--- src/rtl/threshold_monitor_pkg.sv ---
// Shared types and constants for the threshold monitor: FSM state encoding,
// default confirm count and run-counter width.
package threshold_monitor_pkg;

    typedef enum logic [1:0] {
        LOW       = 2'd0,
        PEND_HIGH = 2'd1,
        HIGH      = 2'd2,
        PEND_LOW  = 2'd3
    } state_e;

    localparam int DEFAULT_CONFIRM_CNT = 3;
    localparam int RUN_W               = 4;

    function automatic logic isOneHot3(input logic a, input logic b, input logic c);
        return (a & ~b & ~c) | (~a & b & ~c) | (~a & ~b & c);
    endfunction

endpackage

--- src/rtl/threshold_monitor_confirm_counter.sv ---
// Run counter for the debounce FSM: clear / load-to-one / increment, plus a
// terminal flag that says the current confirming sample completes the run.
module confirm_counter
    import threshold_monitor_pkg::*;
#(
    parameter int CONFIRM_CNT = DEFAULT_CONFIRM_CNT
) (
    input  logic clk,
    input  logic rst,
    input  logic clr_i,
    input  logic load_i,
    input  logic inc_i,
    output logic term_o
);

    logic [RUN_W-1:0] run_q;
    logic [RUN_W-1:0] run_d;

    always_comb begin
        run_d = run_q;
        if (clr_i) begin
            run_d = '0;
        end else if (load_i) begin
            run_d = RUN_W'(1);
        end else if (inc_i) begin
            run_d = run_q + 1'b1;
        end
    end

    always_ff @(posedge clk) begin
        if (rst) begin
            run_q <= '0;
        end else begin
            run_q <= run_d;
        end
    end

    // The FSM clears instead of incrementing on terminal, so run stays below CONFIRM_CNT.
    assign term_o = ((int'(run_q) + 1) == CONFIRM_CNT);

endmodule

--- src/rtl/threshold_monitor.sv ---
// Debounced threshold alarm with rise/fall pulses, saturating rise counter and
// sticky flag-integrity error. Define THRESHOLD_MONITOR_PEAK_TRACK_EN for peak tracking.
module threshold_monitor
    import threshold_monitor_pkg::*;
#(
    parameter int CONFIRM_CNT = DEFAULT_CONFIRM_CNT,
    parameter int CNT_W       = 8
) (
    input  logic             clk,
    input  logic             rst,
    input  logic             cmp_valid,
    input  logic             a_greater_b,
    input  logic             a_lesser_b,
    input  logic             a_equal_b,
    input  logic [3:0]       sample,
    input  logic             clear,
    output logic             alarm,
    output logic             rise_pulse,
    output logic             fall_pulse,
    output logic [CNT_W-1:0] event_count,
    output logic             flag_err,
    output logic [3:0]       peak
);

    logic accepted;
    logic above;
    logic badFlags;

    state_e state_q;
    state_e state_d;

    logic runTerm;
    logic runClr;
    logic runLoad;
    logic runInc;

    logic alarm_q, alarm_d;
    logic rise_q, rise_d;
    logic fall_q, fall_d;
    logic [CNT_W-1:0] eventCount_q, eventCount_d;
    logic flagErr_q, flagErr_d;

    assign accepted = cmp_valid & isOneHot3(a_greater_b, a_lesser_b, a_equal_b);
    assign badFlags = cmp_valid & ~isOneHot3(a_greater_b, a_lesser_b, a_equal_b);
    assign above    = a_greater_b;

    confirm_counter #(
        .CONFIRM_CNT(CONFIRM_CNT)
    ) u_confirm_counter (
        .clk    (clk),
        .rst    (rst),
        .clr_i  (runClr),
        .load_i (runLoad),
        .inc_i  (runInc),
        .term_o (runTerm)
    );

    always_ff @(posedge clk) begin
        if (rst) begin
            state_q <= LOW;
            alarm_q <= 1'b0;
            rise_q  <= 1'b0;
            fall_q  <= 1'b0;
        end else begin
            state_q <= state_d;
            alarm_q <= alarm_d;
            rise_q  <= rise_d;
            fall_q  <= fall_d;
        end
    end

    // Only accepted samples advance the FSM; invalid and malformed cycles leave run untouched.
    always_comb begin
        state_d = state_q;
        runClr  = 1'b0;
        runLoad = 1'b0;
        runInc  = 1'b0;
        if (accepted) begin
            case (state_q)
                LOW: begin
                    if (above) begin
                        if (runTerm) begin
                            state_d = HIGH;
                            runClr  = 1'b1;
                        end else begin
                            state_d = PEND_HIGH;
                            runLoad = 1'b1;
                        end
                    end else begin
                        runClr = 1'b1;
                    end
                end
                PEND_HIGH: begin
                    if (above) begin
                        if (runTerm) begin
                            state_d = HIGH;
                            runClr  = 1'b1;
                        end else begin
                            runInc = 1'b1;
                        end
                    end else begin
                        state_d = LOW;
                        runClr  = 1'b1;
                    end
                end
                HIGH: begin
                    if (!above) begin
                        if (runTerm) begin
                            state_d = LOW;
                            runClr  = 1'b1;
                        end else begin
                            state_d = PEND_LOW;
                            runLoad = 1'b1;
                        end
                    end else begin
                        runClr = 1'b1;
                    end
                end
                PEND_LOW: begin
                    if (!above) begin
                        if (runTerm) begin
                            state_d = LOW;
                            runClr  = 1'b1;
                        end else begin
                            runInc = 1'b1;
                        end
                    end else begin
                        state_d = HIGH;
                        runClr  = 1'b1;
                    end
                end
                default: begin
                    state_d = LOW;
                    runClr  = 1'b1;
                end
            endcase
        end
    end

    always_comb begin
        alarm_d = (state_d == HIGH) || (state_d == PEND_LOW);
        rise_d  = (state_d == HIGH) && ((state_q == LOW) || (state_q == PEND_HIGH));
        fall_d  = (state_d == LOW) && ((state_q == PEND_LOW) || (state_q == HIGH));
    end

    // Clear beats a coincident increment or error; the rise pulse itself is unaffected.
    always_comb begin
        eventCount_d = eventCount_q;
        flagErr_d    = flagErr_q;
        if (clear) begin
            eventCount_d = '0;
            flagErr_d    = 1'b0;
        end else begin
            if (rise_d && (eventCount_q != {CNT_W{1'b1}})) begin
                eventCount_d = eventCount_q + 1'b1;
            end
            if (badFlags) begin
                flagErr_d = 1'b1;
            end
        end
    end

    always_ff @(posedge clk) begin
        if (rst) begin
            eventCount_q <= '0;
            flagErr_q    <= 1'b0;
        end else begin
            eventCount_q <= eventCount_d;
            flagErr_q    <= flagErr_d;
        end
    end

`ifdef THRESHOLD_MONITOR_PEAK_TRACK_EN
    logic [3:0] peak_q;
    logic [3:0] peak_d;

    always_comb begin
        peak_d = peak_q;
        if (clear) begin
            peak_d = 4'd0;
        end else if (rise_d) begin
            peak_d = sample;
        end else if (accepted && ((state_q == HIGH) || (state_q == PEND_LOW)) && (sample > peak_q)) begin
            peak_d = sample;
        end
    end

    always_ff @(posedge clk) begin
        if (rst) begin
            peak_q <= 4'd0;
        end else begin
            peak_q <= peak_d;
        end
    end

    assign peak = peak_q;
`else
    logic unusedSample;
    assign unusedSample = ^sample;
    assign peak         = 4'd0;
`endif

    assign alarm       = alarm_q;
    assign rise_pulse  = rise_q;
    assign fall_pulse  = fall_q;
    assign event_count = eventCount_q;
    assign flag_err    = flagErr_q;

endmodule

--- config.mk ---
export PLATFORM = sky130hd
export DESIGN_NAME = threshold_monitor
export DESIGN_NICKNAME = d
export VERILOG_FILES = /design/src/rtl/threshold_monitor_pkg.sv /design/src/rtl/threshold_monitor_confirm_counter.sv /design/src/rtl/threshold_monitor.sv
export SDC_FILE = /design/constraint.sdc
export NUM_CORES = 1
export LEC_CHECK = 0
export CAP_MARGIN = 20
export CORE_MARGIN = 10
export CORE_UTILIZATION = 49
export DETAILED_ROUTE_END_ITERATION = 10
export PLACE_DENSITY = 0.82
export SYNTH_ARGS = -nofsm -noshare
export SYNTH_HDL_FRONTEND = slang
export SYNTH_SLANG_ARGS = --single-unit
export TNS_END_PERCENT = 100
--- constraint.sdc ---
create_clock -name clk -period 5.06 [get_ports clk]
set_input_delay 0.759 -clock clk [delete_from_list [all_inputs] [get_ports clk]]
set_output_delay 0.759 -clock clk [all_outputs]
set_load 0.005 [all_outputs]
### Word-level counts from Yosys, hierarchy flattened

Index checks and enable logic that the tools add are counted.

* add/subtract/negate cells: 3
* equal/unequal tests: 7
* mux-type cells: 24
* bitwise operators: 14
* reductions and logical operators: 14

Operators by type and width (count)
* 32-bit by 3-bit equality test with 1-bit output (second input constant): 1
* 2-bit two-way mux: 9
* 1-bit two-way mux: 11
* 8-bit by 1-bit adder with 8-bit output (second input constant): 1
* 1-bit bitwise AND: 8
* 2-bit equality test (second input constant): 4
* 8-bit != test (second input constant): 1
* 2-bit case mux with 4 select lines: 1
* 2-bit OR reduction: 4
* 1-bit case mux with 2 select lines: 3
* 4-bit by 1-bit adder with 5-bit output (second input constant): 1
* 4-bit by 1-bit adder with 4-bit output (second input constant): 1
* 2-bit zero test: 2
* 1-bit inverter: 4
* 1-bit logical AND: 3
* 1-bit logical OR: 3
* 3-bit OR reduction: 1
* 2-bit by 1-bit equality test with 1-bit output (second input constant): 1
* 1-bit OR: 2
* 2-bit nonzero test: 1

* flip-flop bits (word level): 18
* bits of input ports: 11
* output and inout bits: 16
* word-level logic and storage cells: 70

### Logic depth before layout (Yosys ltp)

* word-level depth: 10
* depth in mapped cells: 8
* gate-level depth less buffers: 7

### Modules after synthesis

Synthesis repeated with hierarchy kept, for this count alone.

* cells, all modules: 111
* area total of the unflattened synthesis: 953.4 µm²

Modules (own cells, without submodules)
* threshold_monitor: times used 1, cells each 88, area each 740.7 µm², sequential area each 280.3 µm²
* confirm_counter: times used 1, cells each 23, area each 212.7 µm², sequential area each 80.1 µm²

### Least setup slack after synthesis

Ideal clock, no wire load.

* kind: input to register
* start: in a_lesser_b
* end: reg eventCount_q[3] (netlist: event_count[3])
* library setup time: 0.116 ns
* arrival: 2.018 ns
* required time: 4.944 ns
* path slack: 2.926 ns
* stages on the path: 6
* buffers on the path: 1
* path through: nand3b_1 > or4_1 > buf_2 > nor3_4 > a21oi_1 > a31o_2

* longest elaborated chain between the ends: 10
* elaborated cells between the ends (all ways): 14
* classes of those cells: eq/ne (1); mux (1); bitwise (10); reduce/logical (2)

Ends and longest elaborated chain
* from (decl): RTL line threshold_monitor.sv:13 `input logic a_lesser_b,`
* 1-bit inverter: RTL line threshold_monitor_pkg.sv:16 `return (a & ~b & ~c) | (~a & b & ~c) | (~a & ~b & c);`
* 1-bit bitwise AND (2 in a row): RTL line threshold_monitor_pkg.sv:16
* 1-bit OR: RTL line threshold_monitor_pkg.sv:16
* 1-bit OR *: RTL line threshold_monitor_pkg.sv:16
* 1-bit bitwise AND *: RTL line threshold_monitor.sv:43 `assign accepted = cmp_valid & isOneHot3(a_greater_b, a_lesser_b, a_equal_b);`
* 2-bit two-way mux *: RTL line threshold_monitor.sv:78 `if (accepted) begin`
* 2-bit equality test *: RTL line threshold_monitor.sv:142 `rise_d = (state_d == HIGH) && ((state_q == LOW) || (state_q == PEND_HIGH));`
* 1-bit logical AND *: RTL line threshold_monitor.sv:142
* 1-bit logical AND *: RTL line threshold_monitor.sv:154 `if (rise_d && (eventCount_q != {CNT_W{1'b1}})) begin`
* to (signal assigned): RTL line threshold_monitor.sv:168 `eventCount_q <= eventCount_d;`
* to (decl): RTL line threshold_monitor.sv:40 `logic [CNT_W-1:0] eventCount_q, eventCount_d;`

Mark *: on every way between the ends. The rest lies on a longest branch, timed or not.
A chain may end at the register's enable or synchronous reset.

### Final worst setup path

* start: in a_greater_b
* end: reg eventCount_q[6] (netlist: event_count[6])

* longest elaborated chain between the ends: 10
* elaborated cells between the ends (all ways): 19
* classes of those cells: eq/ne (1); mux (6); bitwise (10); reduce/logical (2)

Ends and longest elaborated chain
* from (decl): RTL line threshold_monitor.sv:12 `input logic a_greater_b,`
* 1-bit inverter: RTL line threshold_monitor_pkg.sv:16
* 1-bit bitwise AND (2 in a row): RTL line threshold_monitor_pkg.sv:16
* 1-bit OR (2 in a row): RTL line threshold_monitor_pkg.sv:16
* 1-bit bitwise AND: RTL line threshold_monitor.sv:43
* 2-bit two-way mux *: RTL line threshold_monitor.sv:78
* 2-bit equality test *: RTL line threshold_monitor.sv:142
* 1-bit logical AND *: RTL line threshold_monitor.sv:142
* 1-bit logical AND *: RTL line threshold_monitor.sv:154

Marks and branches as above.

==> flow_metrics.env <==
export IMPL_status="finished, final reports clean"
export IMPL_start_util=0.528
export IMPL_vias=850
export IMPL_wl_per_cell_um=13.1
export IMPL_insertion_delay_ns=0.31
export IMPL_worstHoldStart="flag_err"
export IMPL_grt_setup_unrepaired="no"
export IMPL_htreeDepth=1
export IMPL_max_freq_mhz=397
export IMPL_r2r_start="u_confirm_counter.run_q[1]"
export IMPL_drive_gt1_frac=0.0916
export IMPL_synth_area_per_cell_um2=8.33
export IMPL_gp_congestion=0.781
export IMPL_hold_viol=0
export IMPL_viasPerCell=5.45
export IMPL_clock_sinks=18
export IMPL_synth_top_area_share=0.383
export IMPL_cts_buffers=3
export IMPL_synth_warnings=0
export IMPL_r2r_end="event_count[6]"
export IMPL_drv_slew=0
export IMPL_powerDensity_nw_per_um2=221
export IMPL_ios=27
export IMPL_hold_class="reg -> reg"
export IMPL_synth_seq_area_share=0.383
export IMPL_regToRegSetupSlack_ns=2.85
export IMPL_reg2regPathDepth=6
export IMPL_critPathLaunchType="input pin"
export IMPL_synth_area_leader_cell="dfxtp_1"
export IMPL_end_kind="flop"
export IMPL_syn_inst=113
export IMPL_postCtsHoldBufs=0
export IMPL_worst_endpoint_arrival_ns=2.74
export IMPL_fin_cells=156
export IMPL_whs_endpoint="flag_err"
export IMPL_fin_crit_ns=2.52
export IMPL_grt_ovfl_total=0
export IMPL_grt_max_degree=12
export IMPL_final_min_period_over_clock_period=0.498
export IMPL_die_x_um=63.8
export IMPL_post_cts_resized=0
export IMPL_drt_total_wl_um=2050
export IMPL_critical_path_max_fanout=6
export IMPL_synth_edff_count=0
export IMPL_drt_initial_drc_count=27
export IMPL_syn_to_final_growth_pct=23.0
export IMPL_postRouteAntennaNets=0
export IMPL_core_area_um2=1780
export IMPL_finalSetupViolCount=0
export IMPL_worstSetupPathType="in -> reg"
export IMPL_slew_headroom=0.584
export IMPL_vdd_ir_drop_max_mv=0.172
export IMPL_grt_pass1_vias=752
export IMPL_worst_ep_required_time_ns=5.28
export IMPL_ys_flop_type="dfxtp_1"
export IMPL_setup_tns_ns=0
export IMPL_power_leakage_uw=0.000412
export IMPL_antenna_found_initial=0
export IMPL_final_util=0.649
export IMPL_cts_setup_buffers=0
export IMPL_cts_buffer_depth=2
export IMPL_dr_pass1_iters=4
export IMPL_synth_area_leaders="dfxtp_1 38%, nor2_1 6.0%, nand2_1 5.2%"
export IMPL_worstMarginPinSlew_ns=0.624
export IMPL_ys_ff_latch=18
export IMPL_die_y_um=63.8
export IMPL_die_area_um2=4070
export IMPL_port_buffers=18
export IMPL_synth_async_reset_ratio=0
export IMPL_cts_tree="built"
export IMPL_finClkSkew_ns=0.00670
export IMPL_whs_path_depth=2
export IMPL_mappedNetlistArea_um2=941
export IMPL_grt_usage=0.0994
export IMPL_insertedDiodeCount=0
export IMPL_drc=0
export IMPL_grt_first_pass_wirelength_um=3330
export IMPL_synth_common_cells="18 x dfxtp_1, 15 x nor2_1, 13 x nand2_1"
export IMPL_synth_most_common_cell="dfxtp_1"
export IMPL_power_uw=256
export IMPL_clk_pin_slew_ns=0.11
export IMPL_hpwl_um=1570
export IMPL_finalNetCount=146
export IMPL_dp_cells=152
export IMPL_max_cap_violations=0
export IMPL_rows=15
export IMPL_cts_root_buf="clkbuf_4"
export IMPL_ys_types=37
export IMPL_nFillCells=164
==> area by class of cell <==
type | count | area [um^2] | area share
clock buffers | 4 | 36.3 | 0.0314
inverters | 1 | 3.75 | 0.00324
multi-input cells | 90 | 546 | 0.471
flip-flops and latches | 18 | 360 | 0.311
well taps | 25 | 31.3 | 0.0270
repair buffers | 18 | 180 | 0.156
==> worst max-delay path, cell delays in order <==
cell             delay (ns)
clkdlybuf4s50_1        0.58
nand3b_1               0.09
or4_1                  0.55
nor4_1                 0.47
nor2_1                 0.08
a211oi_1               0.21
==> placed cells by master (no fill, tap or decap), drive strengths merged, types with 2 or more instances in the layout <==
cell type	instances
dfxtp	18
clkdlybuf4s50	18
nor3	5
nor2	15
o21ai	8
nand4	2
conb	4
nand2	13
clkbuf	4
a21oi	5
mux2i	2
nor2b	3
xor2	2
nand3b	2
xnor2	2
nand3	4
nor4	3
ha	3
and3	2
==> how the worst max path moves through the flow <==
stage / startpoint / to / slack [ns] / cells after the start
finish: a_greater_b / event_count[6] / 2.54 / 6
global route: a_greater_b / event_count[6] / 2.46 / 6
CTS: a_greater_b / event_count[6] / 2.53 / 6
detailed placement: a_greater_b / event_count[6] / 2.21 / 6
global placement: a_greater_b / event_count[3] / 2.27 / 6
floorplan: a_lesser_b / event_count[3] / 2.93 / 6
==> power by group <==
| group | internal (uW) | total, uW | switching, uW |
|---|---|---|---|
| clock | 43.9 | 93.0 | 49.0 |
| combinational | 8.69 | 18.4 | 9.73 |
| sequential | 143 | 144 | 1.35 |
| total | 196 | 256 | 60.1 |
==> kinds of logic after synthesis <==
logic type,after synthesis,synth area share
compound gates,19,0.122
xor+xnor,4,0.0372
fa+ha+maj,3,0.0399
buf+inv,8,0.0492
flops,18,0.383
mux,2,0.0213
other cells,1,0.00399
simple gates,58,0.343
==> routing by layer <==
| metal | part of all wire | GRT usage | vias up |
|---|---|---|---|
| met3 | 0.074 | 0.0436 | 5 |
| met4 | 0.022 | 0.0628 | 0 |
| met2 | 0.43 | 0.147 | 26 |
| met5 | 0 | 0 | - |
| met1 | 0.47 | 0.115 | 391 |
| li1 | - | - | 428 |
==> sequential cells by signal (all words and copies together), names as in the netlist <==
register	flops
flag_err	1
event_count	8
state_q	2
u_confirm_counter.run_q	4
fall_pulse	1
alarm	1
rise_pulse	1
==> through the flow <==
stage	setup slack, ns	instance area [um^2]	hold WS [ns]
floorplan	2.93	952	0.449
global placement	2.27	1120	0.460
detailed placement	2.21	1120	0.459
CTS	2.53	1160	0.493
global route	2.46	1160	0.520
finish	2.54	1160	0.493
No activity file was read; power rests on OpenSTA's default activity.
